<file path="src/rtl/axi_burst_master.sv">
// axi_burst_master: turns one local command into one AXI4 INCR burst (AW/W/B or AR/R), one at a time.
// Defining AXI_4K_CHECK_EN rejects commands whose burst would cross a 4 KB boundary.
module axi_burst_master #(
    parameter int ADDR_WIDTH = 16,
    parameter int DATA_WIDTH = 32
) (
    input  logic                    aclk,
    input  logic                    aresetn,
    input  logic                    cmd_valid,
    output logic                    cmd_ready,
    input  logic                    cmd_write,
    input  logic [ADDR_WIDTH-1:0]   cmd_addr,
    input  logic [7:0]              cmd_len,
    input  logic [DATA_WIDTH-1:0]   wr_data,
    input  logic                    wr_valid,
    output logic                    wr_ready,
    output logic [DATA_WIDTH-1:0]   rd_data,
    output logic                    rd_valid,
    output logic                    rd_last,
    output logic                    done,
    output logic [1:0]              resp,
    output logic [ADDR_WIDTH-1:0]   awaddr,
    output logic [7:0]              awlen,
    output logic                    awvalid,
    input  logic                    awready,
    output logic [DATA_WIDTH-1:0]   wdata,
    output logic [DATA_WIDTH/8-1:0] wstrb,
    output logic                    wlast,
    output logic                    wvalid,
    input  logic                    wready,
    input  logic [1:0]              bresp,
    input  logic                    bvalid,
    output logic                    bready,
    output logic [ADDR_WIDTH-1:0]   araddr,
    output logic [7:0]              arlen,
    output logic                    arvalid,
    input  logic                    arready,
    input  logic [DATA_WIDTH-1:0]   rdata,
    input  logic [1:0]              rresp,
    input  logic                    rlast,
    input  logic                    rvalid,
    output logic                    rready
);
    typedef enum logic [2:0] {IDLE, AW, W, B, AR, R} state_e;
    localparam logic [1:0] OKAY = 2'b00;
    localparam logic [1:0] SLVERR = 2'b10;

    state_e                  state_q, state_d;
    logic [ADDR_WIDTH-1:0]   addr_q, addr_d;
    logic [7:0]              len_q, len_d, cnt_q, cnt_d;
    logic [1:0]              err_q, err_d, resp_q, resp_d, r_err;
    logic                    done_q, done_d, rd_valid_q, rd_valid_d, rd_last_q, rd_last_d;
    logic [DATA_WIDTH-1:0]   rd_data_q, rd_data_d;
    logic                    reject, r_final;

`ifdef AXI_4K_CHECK_EN
    assign reject = ((32'(cmd_addr) & 32'hFFF) + (32'(cmd_len) + 32'd1) * 32'(DATA_WIDTH/8)) > 32'd4096;
`else
    assign reject = 1'b0;
`endif

    assign cmd_ready = (state_q == IDLE) && !done_q;
    assign awaddr    = addr_q;
    assign awlen     = len_q;
    assign awvalid   = state_q == AW;
    assign araddr    = addr_q;
    assign arlen     = len_q;
    assign arvalid   = state_q == AR;
    assign wvalid    = (state_q == W) && wr_valid;
    assign wr_ready  = (state_q == W) && wready;
    assign wdata     = (state_q == W) ? wr_data : '0;
    assign wstrb     = (state_q == W) ? '1 : '0;
    assign wlast     = (state_q == W) && (cnt_q == len_q);
    assign bready    = state_q == B;
    assign rready    = state_q == R;
    assign rd_data   = rd_data_q;
    assign rd_valid  = rd_valid_q;
    assign rd_last   = rd_last_q;
    assign done      = done_q;
    assign resp      = resp_q;

    // A read ends on rlast or when the beat count reaches len, whichever comes first.
    assign r_final = rlast || (cnt_q == len_q);
    assign r_err   = (err_q == OKAY) ? rresp : err_q;

    always_comb begin
        state_d    = state_q;
        addr_d     = addr_q;
        len_d      = len_q;
        cnt_d      = cnt_q;
        err_d      = err_q;
        resp_d     = resp_q;
        done_d     = 1'b0;
        rd_valid_d = 1'b0;
        rd_last_d  = 1'b0;
        rd_data_d  = rd_data_q;
        case (state_q)
            IDLE: if (cmd_valid && cmd_ready) begin
                addr_d = cmd_addr;
                len_d  = cmd_len;
                cnt_d  = '0;
                err_d  = OKAY;
                if (reject) begin
                    done_d = 1'b1;
                    resp_d = SLVERR;
                end else
                    state_d = cmd_write ? AW : AR;
            end
            AW: state_d = awready ? W : AW;
            W: if (wr_valid && wready) begin
                cnt_d   = cnt_q + 8'd1;
                state_d = wlast ? B : W;
            end
            B: if (bvalid) begin
                resp_d  = bresp;
                done_d  = 1'b1;
                state_d = IDLE;
            end
            AR: state_d = arready ? R : AR;
            R: if (rvalid) begin
                rd_valid_d = 1'b1;
                rd_data_d  = rdata;
                rd_last_d  = r_final;
                cnt_d      = cnt_q + 8'd1;
                err_d      = r_err;
                if (r_final) begin
                    done_d  = 1'b1;
                    resp_d  = (r_err == OKAY && !(rlast && cnt_q == len_q)) ? SLVERR : r_err;
                    state_d = IDLE;
                end
            end
            default: state_d = IDLE;
        endcase
    end

    always_ff @(posedge aclk or negedge aresetn) begin
        if (!aresetn) begin
            state_q    <= IDLE;
            addr_q     <= '0;
            len_q      <= '0;
            cnt_q      <= '0;
            err_q      <= OKAY;
            resp_q     <= OKAY;
            done_q     <= 1'b0;
            rd_valid_q <= 1'b0;
            rd_last_q  <= 1'b0;
            rd_data_q  <= '0;
        end else begin
            state_q    <= state_d;
            addr_q     <= addr_d;
            len_q      <= len_d;
            cnt_q      <= cnt_d;
            err_q      <= err_d;
            resp_q     <= resp_d;
            done_q     <= done_d;
            rd_valid_q <= rd_valid_d;
            rd_last_q  <= rd_last_d;
            rd_data_q  <= rd_data_d;
        end
    end
endmodule

</file>
<file path="config.mk">
export PLATFORM = sky130hd
export DESIGN_NAME = axi_burst_master
export DESIGN_NICKNAME = d
export VERILOG_FILES = /design/src/rtl/axi_burst_master.sv
export SDC_FILE = /design/constraint.sdc
export NUM_CORES = 1
export LEC_CHECK = 0
export ABC_AREA = 1
export CORE_UTILIZATION = 37
export CTS_CLUSTER_SIZE = 8
export DETAILED_ROUTE_END_ITERATION = 7
export PLACE_DENSITY = 0.93
export RECOVER_POWER = 50
export SLEW_MARGIN = 20
export SYNTH_ARGS = -nofsm -noshare
export SYNTH_HDL_FRONTEND = slang
export SYNTH_SLANG_ARGS = --single-unit
</file>
<file path="constraint.sdc">
create_clock -name aclk -period 1.9 [get_ports aclk]
set_input_delay 0.19 -clock aclk [delete_from_list [all_inputs] [get_ports aclk]]
set_output_delay 0.19 -clock aclk [all_outputs]
set_load 0.02 [all_outputs]
</file>
Word-level counts from Yosys, hierarchy flattened

Index checks and enable logic that the tools add are counted.

Add/sub/neg operators: 1
Equality and inequality tests: 11
Reductions and logical operators: 23
Multiplexer cells: 33

Operators with widths:

| cell                  | number |
|---|---|
| $mux W32              | 1 |
| $mux W8               | 3 |
| $pmux W8 S3           | 1 |
| $mux W3               | 6 |
| $pmux W3 S6           | 1 |
| $mux W2               | 8 |
| $mux W1               | 9 |
| $add A8 B1 Y8 const B | 1 |
| $eq A8 B8 Y1          | 1 |
| $logic_and A1 B1 Y1   | 8 |
| $pmux W2 S2           | 2 |
| $reduce_and A4 Y1     | 2 |
| $eq A3 B2 Y1 const B  | 2 |
| $eq A3 B3 Y1 const B  | 2 |
| $ne A2 B1 Y1 const B  | 3 |
| $reduce_and A5 Y1     | 1 |
| $logic_not A2 Y1      | 2 |
| $mux W4               | 1 |
| $ne A2 B2 Y1 const B  | 2 |
| $reduce_and A2 Y1     | 2 |
| $reduce_bool A2 Y1    | 2 |
| $eq A3 B1 Y1 const B  | 1 |
| $logic_not A3 Y1      | 1 |
| $reduce_and A3 Y1     | 1 |
| 4 further kinds       | 5 |

Input bits: 103
Flip-flop bits (word level): 74
Word-level logic and storage cells: 78
Output and inout port bits: 129

Longest topological paths before layout

Depth in word-level cells: 8
Mapped depth: 11
Mapped depth without buffers: 11

Worst setup path after synthesis

No wires, ideal clock.

Path type: reg2out
From: reg state_q[2]
To: out wdata[10]
Slack: 0.195 ns
Buffers on the path: 1
Arrival time: 1.515 ns
Required time: 1.710 ns
Stages on the path, launching flop included: 5
Path through: dfrtp_1 > nor3_4 > inv_2 > clkbuf_1 > nor2_1

Longest elaborated chain between the ends: 2

RTL lines:

| what                   | RTL line | text |
|---|---|---|
| from (decl)            | 48       | `state_e state_q, state_d;` |
| from (signal assigned) | 149      | `state_q <= state_d;` |
| $eq A3 B2 Y1           | 71       | `assign wdata = (state_q == W) ? wr_data : '0;` |
| $mux W32               | 71       |  |
| to (decl)              | 26       | `output logic [DATA_WIDTH-1:0] wdata,` |

No other way between the ends.

Worst setup path in the final report

From: reg state_q[2]
To: out arvalid

Longest elaborated chain between the ends: 1

RTL lines:

| what         | RTL line | text |
|---|---|---|
| $eq A3 B3 Y1 | 68       | `assign arvalid = state_q == AR;` |
| to (decl)    | 36       | `output logic arvalid,` |

No other way between the ends.

==> results.toml <==
[synthesis]
synth_top_area_share = 0.495
postSynthCellCount = 495
syn-num-nets = 599
synth-simple-area-share = 0.313
yosys.area_share.xor_xnor = 0.0164
netlist.top_cell.by_area = "dfrtp_1"
synth-compound-area-share = 0.0378
synth.mux.area_fraction = 0
synth_area_per_cell_um2 = 7.56
synth.ff_latch_count = 74
synth_edf_count = 0
synth_cell_type_count = 30
arithmetic_cell_share_of_the_synthesized_area_counting_full_adders_half_adders_and_majority_gates = 0.00334
synth-warning-count = 0
dominantRegCellSynth = "dfrtp_1"
synth_top_family_by_area = "simple AND/OR/NAND/NOR gates"
seq_area_frac_synth = 0.495
most_area_consuming_cells_after_synthesis = "dfrtp_1 49%, nand2_1 21%, inv_1 5.8%"
fraction_of_synthesis_flops_using_an_asynchronous_set_or_reset_pin = 1.00
synth_area_um2 = 3740

[floorplanning]
rows = 36
number_of_i_o_pins = 232
die_height_um = 103
floorplan.die.width_um = 103
floorplan.initialDensity = 0.383
die_area_um2 = 10500
fp.coreArea_um2 = 9770

[setup_path]
critPathMaxFanout = 4
crit_path_start_kind = "flop"
worst-endpoint-required_ps = 1710
endpoint_class_of_the_critical_path = "output pin"
critical_path_arrival_ps = 1620
path_class = "flop to output pin"

[place]
gp_congestion = 0.876
number_of_i_o_port_buffers = 231
dp_hpwl_mm = 8.72
placed_standard_cell_area_um2 = 6170

[global_routing]
grt_max_degree = 44
groute.usage.overall = 0.212
grt_overflow = 0
grt_antenna_before_repair = 0
vias_in_the_first_global_route = 3761
wire_length_of_the_first_global_routing_pass_mm = 17.1

[detailed_routing]
drtAntennaViolNets = 0
via_count = 3859
route.detailed.drc = 0
avgViaCountPerCell = 4.47
routed_wl_mm = 11.3
detail_route.first_pass.iterations = 5
post_drt_wl_per_cell_um = 13.1
initialDrtViolationCount = 113

[cells_and_area]
regArea_um2 = 1850
nNetsFinal = 830
nFillCells = 795
drive_gt1_frac = 0.150
postLayoutCellArea_um2 = 6270
footprint_of_the_multi_input_gates_um2 = 1420
area_delta_synth_final_pct = 67.5
antenna_cells = 0

[timing]
grt_setup_unrepaired = "false"
timing.final.hold_violations = 0
fin_worst_skew_ps = 15.0
worst_slew_margin_rel = 0.435
period_minus_slack_ps = 1810
final.period_utilization = 0.953
setup-violations-final = 0
worst_slew_pin_slew_ps = 848
max_freq_mhz = 552
finalSetupTns_ps = 0
finalMaxSlewViolations = 0

[clock_tree]
ctsHtreeMaxLevel = 3
number_of_buffers_inserted_during_clock_tree_synthesis = 9
cts-root-buf = "clkbuf_8"
worst_setup_hold_path_clk_slew_ps = 80
tritoncts = "yes"
cts-root-to-sink-buffers = 2
cts.sinks = 74
clock_latency_ps = 340

[power]
power_per_cell_area_nw_per_um2 = 1440
leakagePower_uw = 0.00334
worst_voltage_drop_across_the_vdd_grid_uv = 820
total_power_uw = 9020

[min_path]
worst_hold_path_type = "input pin to flop"

[status]
run_status = "completed"

[run]
max_cap_violations = 0
## critical path, stage by stage, from the launching register on
cell and delay, ps:
dfrtp_1 400, buf_4 170, inv_2 60, nor3_1 270, dlygate4sd2_1 390
## repair_timing
item                       4_1_cts  5_1_grt
hold endpoints to repair        31        0
gates resized for setup         66       64
hold buffers                     1        0
setup endpoints to repair       44       49
pin swaps                        0        2
setup buffers                    1        3
## synth_stat cells (3+ instances only)
| library cell | number |
|---|---|
| clkbuf_1 | 6 |
| nor3_1 | 3 |
| or2_2 | 3 |
| a21oi_1 | 7 |
| a21oi_2 | 3 |
| dfrtp_1 | 74 |
| o21ai_1 | 6 |
| nor2_1 | 43 |
| inv_2 | 4 |
| buf_2 | 8 |
| buf_4 | 27 |
| nand3_1 | 13 |
| xnor2_1 | 5 |
| nand2_1 | 208 |
| inv_1 | 58 |
| o21ai_0 | 7 |
| nor2_4 | 3 |
## per-stage QoR
stage | cells | hold slack (ps) | utilization | setup WS [ps]
after floorplan | 495 | -106 | - | 195
after global placement | 843 | 155 | 0.631 | 12.7
after detailed placement | 843 | 165 | 0.631 | 1.18
after CTS | 861 | 320 | 0.652 | 5.53
after global routing | 864 | 370 | 0.641 | 1.07
final | 864 | 376 | 0.641 | 88.5
## area by class of cell
cell class / instances / share of cell area
Multi-Input combinational cell: 317 / 0.226
Sequential cell: 74 / 0.295
Tap cell: 133 / 0.0266
Clock inverter: 6 / 0.0116
Clock buffer: 10 / 0.0220
Inverter: 63 / 0.0389
Timing Repair Buffer: 261 / 0.380
## where the power goes
group	switching [µW]	internal, µW
sequential	423	2220
combinational	2890	2210
clock	626	657
total	3940	5080
## state kept, by name, indices dropped and copies added, names as in the netlist
signal,count
arlen,8
cnt_q,8
rd_data,32
done,1
rd_valid,1
resp,2
err_q,2
araddr,16
rd_last,1
state_q,3
## worst paths after layout
kind / startpoint / endpoint / slack, ps / cells past startpoint
max: state_q[2] / arvalid / 90 / 4
min: rdata[5] / rd_data[5] / 380 / 3
max reg2reg: state_q[0] / cnt_q[5] / 120 / 10
min reg2reg: rd_data[20] / rd_data[20] / 470 / 2
max in group asynchronous: aresetn / arlen[4] / 680 / 3
min in group asynchronous: aresetn / araddr[3] / 480 / 2
## kinds of logic after synthesis
kind of cell,count (synthesis)
and+or+nand+nor,284
buffers and inverters,104
DFF,74
AOI/OAI and AO/OA,25
xor gates and xnor gates,7
adders and majority gates,1
## placed cells by master, fill, tap and decap left out, types with 6 or more instances in the layout
master / n
nand2_1: 208
clkdlybuf4s50_1: 123
dfrtp_1: 74
dlygate4sd3_1: 64
inv_1: 58
nor2_1: 39
clkbuf_2: 33
buf_4: 27
nand3_1: 12
clkbuf_8: 10
o21ai_0: 7
a21oi_1: 7
o21ai_1: 6
dlygate4sd2_1: 6
## layer usage
| metal | GRT usage | part of all wire |
|---|---|---|
| met1 | 0.233 | 0.38 |
| met2 | 0.376 | 0.51 |
| met3 | 0.0685 | 0.094 |
| met4 | 0.0879 | 0.020 |
| met5 | 0 | 0 |
Power figures use the tool's default switching activity.
